<file path="src/rtl/sarray_tinst_seq.sv">
// Tile-instruction sequencer: queues whole matmul commands and expands each into
// PRELOADC -> PRELOADA -> TMMA -> POSTSTOREC on the single sarray issue port.
`ifndef ADDR_WIDTH
`define ADDR_WIDTH 32
`endif
`ifndef TMMA_PRECISION_WIDTH
`define TMMA_PRECISION_WIDTH 2
`endif
`ifndef TINST_TYPE_WIDTH
`define TINST_TYPE_WIDTH 3
`endif
`ifndef TINST_TYPE_PRELOADC
`define TINST_TYPE_PRELOADC 3'd1
`endif
`ifndef TINST_TYPE_PRELOADA
`define TINST_TYPE_PRELOADA 3'd2
`endif
`ifndef TINST_TYPE_TMMA
`define TINST_TYPE_TMMA 3'd3
`endif
`ifndef TINST_TYPE_POSTSTOREC
`define TINST_TYPE_POSTSTOREC 3'd4
`endif

module sarray_tinst_seq #(
    parameter int CMD_DEPTH = 4,
    parameter int CNT_WIDTH = $clog2(CMD_DEPTH + 1)
) (
    input  logic                              clk,
    input  logic                              rst_n,
    input  logic                              cmd_valid_i,
    output logic                              cmd_ready_o,
    input  logic [`ADDR_WIDTH-1:0]            cmd_c_addr_i,
    input  logic [`ADDR_WIDTH-1:0]            cmd_a_addr_i,
    input  logic [`ADDR_WIDTH-1:0]            cmd_b_addr_i,
    input  logic [`ADDR_WIDTH-1:0]            cmd_d_addr_i,
    input  logic [`TMMA_PRECISION_WIDTH-1:0]  cmd_precision_i,
    input  logic                              cmd_acc_i,
    input  logic                              cmd_skip_c_i,
    input  logic                              cmd_skip_store_i,
    output logic                              issue_tinst_valid_o,
    input  logic                              issue_tinst_ready_i,
    output logic [`TINST_TYPE_WIDTH-1:0]      issue_tinst_type_o,
    output logic [`ADDR_WIDTH-1:0]            issue_tinst_addr0_o,
    output logic [`ADDR_WIDTH-1:0]            issue_tinst_addr1_o,
    output logic [`TMMA_PRECISION_WIDTH-1:0]  issue_tinst_precision_o,
    output logic                              issue_tinst_acc_o,
    output logic                              cmd_done_o,
    output logic                              busy_o,
    output logic [CNT_WIDTH-1:0]              pending_cnt_o
);
    localparam int AW    = `ADDR_WIDTH;
    localparam int PW    = `TMMA_PRECISION_WIDTH;
    localparam int PTR_W = (CMD_DEPTH > 1) ? $clog2(CMD_DEPTH) : 1;
    localparam int CMD_W = 4 * AW + PW + 3;
    localparam logic [CNT_WIDTH-1:0] FULL_CNT = CNT_WIDTH'(CMD_DEPTH);

    localparam logic [2:0] IDLE  = 3'd0;
    localparam logic [2:0] S_PC  = 3'd1;
    localparam logic [2:0] S_PA  = 3'd2;
    localparam logic [2:0] S_MMA = 3'd3;
    localparam logic [2:0] S_ST  = 3'd4;

    logic [CMD_W-1:0]     fifo_mem [CMD_DEPTH];
    logic [PTR_W-1:0]     wr_ptr;
    logic [PTR_W-1:0]     rd_ptr;
    logic [CNT_WIDTH-1:0] count;
    logic [2:0]           state;
    logic [2:0]           next_state;
    logic                 done_q;

    logic [AW-1:0] cur_c, cur_a, cur_b, cur_d;
    logic [PW-1:0] cur_prec;
    logic          cur_acc;
    logic          cur_skip_store;

    logic [AW-1:0] head_c, head_a, head_b, head_d;
    logic [PW-1:0] head_prec;
    logic          head_acc, head_skip_c, head_skip_store;
    logic [2:0]    head_first;

    logic fifo_empty, fifo_full, in_flight;
    logic handshake, last_hs, pop, push;

    assign {head_c, head_a, head_b, head_d, head_prec,
            head_acc, head_skip_c, head_skip_store} = fifo_mem[rd_ptr];
    assign head_first = head_skip_c ? S_PA : S_PC;

    assign fifo_empty = (count == '0);
    assign fifo_full  = (count == FULL_CNT);
    assign in_flight  = (state != IDLE);
    assign handshake  = in_flight & issue_tinst_ready_i;
    assign last_hs    = handshake & ((state == S_ST) | ((state == S_MMA) & cur_skip_store));
    assign pop        = !fifo_empty & ((state == IDLE) | last_hs);
    // A slot freed by this edge's pop may be refilled in the same edge.
    assign cmd_ready_o = !fifo_full | pop;
    assign push        = cmd_valid_i & cmd_ready_o;

    assign issue_tinst_valid_o = in_flight;
    assign cmd_done_o          = done_q;
    assign busy_o              = in_flight | !fifo_empty;
    assign pending_cnt_o       = count + {{(CNT_WIDTH-1){1'b0}}, in_flight};

    always_comb begin
        next_state = state;
        case (state)
            IDLE:    if (pop) next_state = head_first;
            S_PC:    if (handshake) next_state = S_PA;
            S_PA:    if (handshake) next_state = S_MMA;
            S_MMA: begin
                if (handshake) begin
                    if (!cur_skip_store) next_state = S_ST;
                    else                 next_state = pop ? head_first : IDLE;
                end
            end
            S_ST:    if (handshake) next_state = pop ? head_first : IDLE;
            default: next_state = IDLE;
        endcase
    end

    always_comb begin
        issue_tinst_type_o      = '0;
        issue_tinst_addr0_o     = '0;
        issue_tinst_addr1_o     = '0;
        issue_tinst_precision_o = '0;
        issue_tinst_acc_o       = 1'b0;
        case (state)
            S_PC: begin
                issue_tinst_type_o  = `TINST_TYPE_PRELOADC;
                issue_tinst_addr0_o = cur_c;
            end
            S_PA: begin
                issue_tinst_type_o  = `TINST_TYPE_PRELOADA;
                issue_tinst_addr0_o = cur_a;
            end
            S_MMA: begin
                issue_tinst_type_o      = `TINST_TYPE_TMMA;
                issue_tinst_addr0_o     = cur_b;
                issue_tinst_addr1_o     = cur_d;
                issue_tinst_precision_o = cur_prec;
                issue_tinst_acc_o       = cur_acc;
            end
            S_ST: begin
                issue_tinst_type_o  = `TINST_TYPE_POSTSTOREC;
                issue_tinst_addr0_o = cur_d;
            end
            default: ;
        endcase
    end

    // Storage carries no reset; validity is tracked by count and the pointers.
    always_ff @(posedge clk) begin
        if (push) begin
            fifo_mem[wr_ptr] <= {cmd_c_addr_i, cmd_a_addr_i, cmd_b_addr_i, cmd_d_addr_i,
                                 cmd_precision_i, cmd_acc_i, cmd_skip_c_i, cmd_skip_store_i};
        end
    end

    always_ff @(posedge clk) begin
        if (!rst_n) begin
            state          <= IDLE;
            wr_ptr         <= '0;
            rd_ptr         <= '0;
            count          <= '0;
            done_q         <= 1'b0;
            cur_c          <= '0;
            cur_a          <= '0;
            cur_b          <= '0;
            cur_d          <= '0;
            cur_prec       <= '0;
            cur_acc        <= 1'b0;
            cur_skip_store <= 1'b0;
        end else begin
            state  <= next_state;
            done_q <= last_hs;
            if (push) wr_ptr <= wr_ptr + PTR_W'(1);
            if (pop) begin
                rd_ptr         <= rd_ptr + PTR_W'(1);
                cur_c          <= head_c;
                cur_a          <= head_a;
                cur_b          <= head_b;
                cur_d          <= head_d;
                cur_prec       <= head_prec;
                cur_acc        <= head_acc;
                cur_skip_store <= head_skip_store;
            end
            case ({push, pop})
                2'b10:   count <= count + CNT_WIDTH'(1);
                2'b01:   count <= count - CNT_WIDTH'(1);
                default: count <= count;
            endcase
        end
    end

endmodule
</file>
<file path="config.mk">
export PLATFORM = sky130hd
export DESIGN_NAME = sarray_tinst_seq
export DESIGN_NICKNAME = d
export VERILOG_FILES = /design/src/rtl/sarray_tinst_seq.sv
export SDC_FILE = /design/constraint.sdc
export NUM_CORES = 1
export LEC_CHECK = 0
export BUFFER_PORTS_ARGS = -buffer_cell sky130_fd_sc_hd__buf_2
export CAP_MARGIN = 20
export CORE_UTILIZATION = 55
export CTS_CLUSTER_SIZE = 28
export DETAILED_ROUTE_END_ITERATION = 12
export PLACE_DENSITY = 0.86
export SLEW_MARGIN = 30
export SYNTH_ARGS = -nofsm -noshare
export SYNTH_HDL_FRONTEND = slang
export SYNTH_SLANG_ARGS = --single-unit
export TNS_END_PERCENT = 20
</file>
<file path="constraint.sdc">
create_clock -name clk -period 16.2 [get_ports clk]
set_input_delay 0.81 -clock clk [delete_from_list [all_inputs] [get_ports clk]]
set_output_delay 0.81 -clock clk [all_outputs]
set_load 0.1 [all_outputs]
</file>
==> results.tsv <==
stage	metric	value	unit
cts	CTS Sinks	677	
power_and_ir_drop	leakage power	9.94	nW
critical_path	Critical Path RT	15.39	ns
cts	CTS root buffer	clkbuf_16	
die	Die Width	219	microns
sta	RSZ-0062 raised after global routing	false	
cts	clock latency on the worst-skew pair	0.62	ns
synth	leading area contributor after synthesis	edfxtp_1	
power_and_ir_drop	Flop pwr share	43.3	%
min_path	HP Class	primary input to register	
synth	Seq/Total Area, Yosys	73.0	%
critical_path	Critical Path AT	3.59	ns
synth	area share of the largest cell type after synthesis	61.8	%
critical_path	reg2reg end	fifo_mem[3][77]	
detailed_routing	aggregate routed wire length	66.5	mm
power_and_ir_drop	Net Sw Power	2.04	mW
synth	ys async rst share	0	%
global_routing	overall global routing resource usage	27.7	%
power_and_ir_drop	Max VDD drop	0.000163	V
cts	Max H-tree Level	2	
min_path	hold path cells	1	
synth	Seq cells post-synth	677	
place	Final GP Congestion	0.910	
sta	endpoints failing hold	0	
die	Core ar.	46500	sq um
sta	final period utilization	27.1	%
critical_path	crit path capture type	output pin	
critical_path	worst flop-to-flop path startpoint	state[1]	
cts	clk slew on worst S/H paths	0.07	ns
place	I/O Buffers	213	
cts	Num CTS Buffers	61	
critical_path	startpoint types	register	
detailed_routing	WL/cell	28.2	microns
power_and_ir_drop	Clk pwr share	25.1	%
detailed_routing	Post-DRT Antenna Nets	0	
critical_path	Crit Path Max Fanout	38	
sta	slew margin rel.	36.9	%
synth	synth warn	0	
global_routing	GR Overflow Total	0	
cts	CTS max path bufs	3	
sta	pins over their slew limit	0	
finish	Synth-to-Final Area Change	13.6	%
synth	Mean Syn Cell Area	17.0	sq um
min_path	Endpoint, Worst Hold	fifo_mem[3][1]	
job	Max Cap Viol	0	
global_routing	initial antenna violation count	27	
die	Die H	219	microns
sta	measured slew at the worst slew-check pin	0.946	ns
critical_path	Reg2Reg Depth	7	
run_status	status	completed	
global_routing	largest net degree at the start of global routing	136	
sta	setup TNS	0	ns
synth	predominant post-synthesis flop cell	edfxtp_1	
detailed_routing	vias per inst	6.58	
cts	hold_buf cts	0	
synth	Mapped Cells	1524	
detailed_routing	detailed-route via count	15500	
critical_path	register-to-register setup slack	11.90	ns
detailed_routing	initial DRC count	2296	
die	Starting Density	55.6	%
power_and_ir_drop	combinational group share of total power	31.6	%
power_and_ir_drop	switching part of the total	37.1	%
global_routing	global-route wire length before repair	96.1	mm
finish	commonest non-fill, non-tap cell in the layout	edfxtp_1	
synth	Post-synth EDFFs	532	
die	IO Pins	214	
sta	Setup violations, final	0	
sta	final clock skew	0.0199	ns
sta	min Tclk post-route	4.40	ns
cts	CTS tree	built	
synth	Synth cell types	49	
cts	setup bufs post-CTS	0	
place	HPWL after DPL	41.9	mm
synth	syn_nets	1668	
sta	FMAX	227	MHz
die	# rows	79	
detailed_routing	drt drc	0	
global_routing	vias in the first global route	15100	
critical_path	kind of critical path	register to output pin	
finish	# nets final	1837	
power_and_ir_drop	Int Pwr	3.46	mW
die	die area	47900	sq um
cts	CTS resizes	0	
finish	share of post-route cells with drive strength above 1	27.4	%
power_and_ir_drop	PwrDens	187	nW/um^2
synth	Area contributors post-synth	edfxtp_1, mux4_2, dfxtp_1	
detailed_routing	DR pass1 iterations	5	
finish	Finished Core Util	63.2	%
finish	commonest cells after routing, fill and taps aside	edfxtp_1, buf_2, dfxtp_1	
min_path	hold path start	cmd_skip_c_i	
synth	Post-Syn Area	25800	sq um
[state kept, by name (all words and copies together) (netlist names), 2 cells and up, named ones only]
signal    cells
fifo_mem    532
cur_a        32
cur_b        32
cur_c        32
cur_d        32
count         3
state         3
cur_prec      2
rd_ptr        2
wr_ptr        2
[power groups by stage]
stage          sequential [mW]  combinational (mW)  clock, mW
6_report                  2.38                1.74       1.38
5_1_grt                   2.39                1.83       1.46
4_1_cts                   2.37                1.71       1.39
3_5_place_dp              2.40                1.69          0
3_3_place_gp              2.39                1.64          0
2_1_floorplan             2.25                1.34          0
[kinds of logic (layout without fill, tap and decap cells)]
group	Yosys count	count (layout)	share of synthesized area (%)
fa+ha+maj	7	7	0.368
compound gates	349	349	8.14
flops	677	677	73.0
mux	137	137	11.7
xor+xnor	3	3	0.102
simple gates	211	211	4.38
buf+inv	140	357	2.24
other cells	0	10	0
[per-layer routing]
| layer | wire length (microns) | track usage (%) | vias to the layer above |
|---|---|---|---|
| met1 | 24400 | 37.2 | 7748 |
| li1 | - | - | 6474 |
| met4 | 2170 | 9.14 | 24 |
| met2 | 31500 | 43.8 | 1094 |
| met3 | 8280 | 8.11 | 167 |
| met5 | 151 | 0 | - |
[critical path, cell delays in order, from the launching register on]
cell	delay (ns)
dfxtp_1	0.53
nor2b_2	0.20
buf_4	0.34
nor2b_4	0.80
a22o_1	0.31
a221o_1	0.27
buf_2	0.49
[synth_stat cells (2+ instances only)]
master and count:
nor2_1 7, or3_1 4, buf_2 22, o21ai_0 134, o211ai_1 2, a22o_1 32
xor2_1 2, and2_1 5, edfxtp_1 532, ha_1 6, a21oi_1 135, inv_1 9
a221o_1 32, clkbuf_1 103, mux2i_1 4, mux4_2 133, nand3_1 135, nor2b_1 4
dfxtp_1 145, buf_1 2, buf_6 3, nand2b_1 4, nand2_1 8, and3_1 36
[worst max path at each step]
stage,to,cells after the start,start
after floorplan,fifo_mem[0][0],6,issue_tinst_ready_i
after global placement,fifo_mem[3][105],7,issue_tinst_ready_i
after detailed placement,fifo_mem[3][110],7,issue_tinst_ready_i
after CTS,issue_tinst_addr0_o[31],6,state[0]
after global routing,fifo_mem[3][77],7,state[1]
final,issue_tinst_addr0_o[31],6,state[0]
[area by class of cell]
class | instances | area [sq um]
multi-input cells | 707 | 6440
flip-flops and latches | 677 | 18900
well taps | 607 | 759
fillers | 3097 | 17100
diodes | 10 | 25.0
clock buffers | 83 | 1710
clock inverters | 28 | 194
repair buffers | 237 | 1310
inverters | 9 | 36.3
[through the flow]
stage / hold slack (ns) / total power [mW] / area, sq um / worst slack, ns / instances
after global routing: 0.396 / 5.67 / 29300 / 11.70 / 2350
after global placement: 0.447 / 4.03 / 27300 / 11.83 / 2233
after floorplan: 0.449 / 3.60 / 25800 / 10.69 / 1524
final: 0.406 / 5.50 / 29400 / 11.80 / 2358
after detailed placement: 0.473 / 4.09 / 27400 / 11.73 / 2235
after CTS: 0.379 / 5.47 / 29300 / 11.87 / 2346
Power figures use the tool's default switching activity.
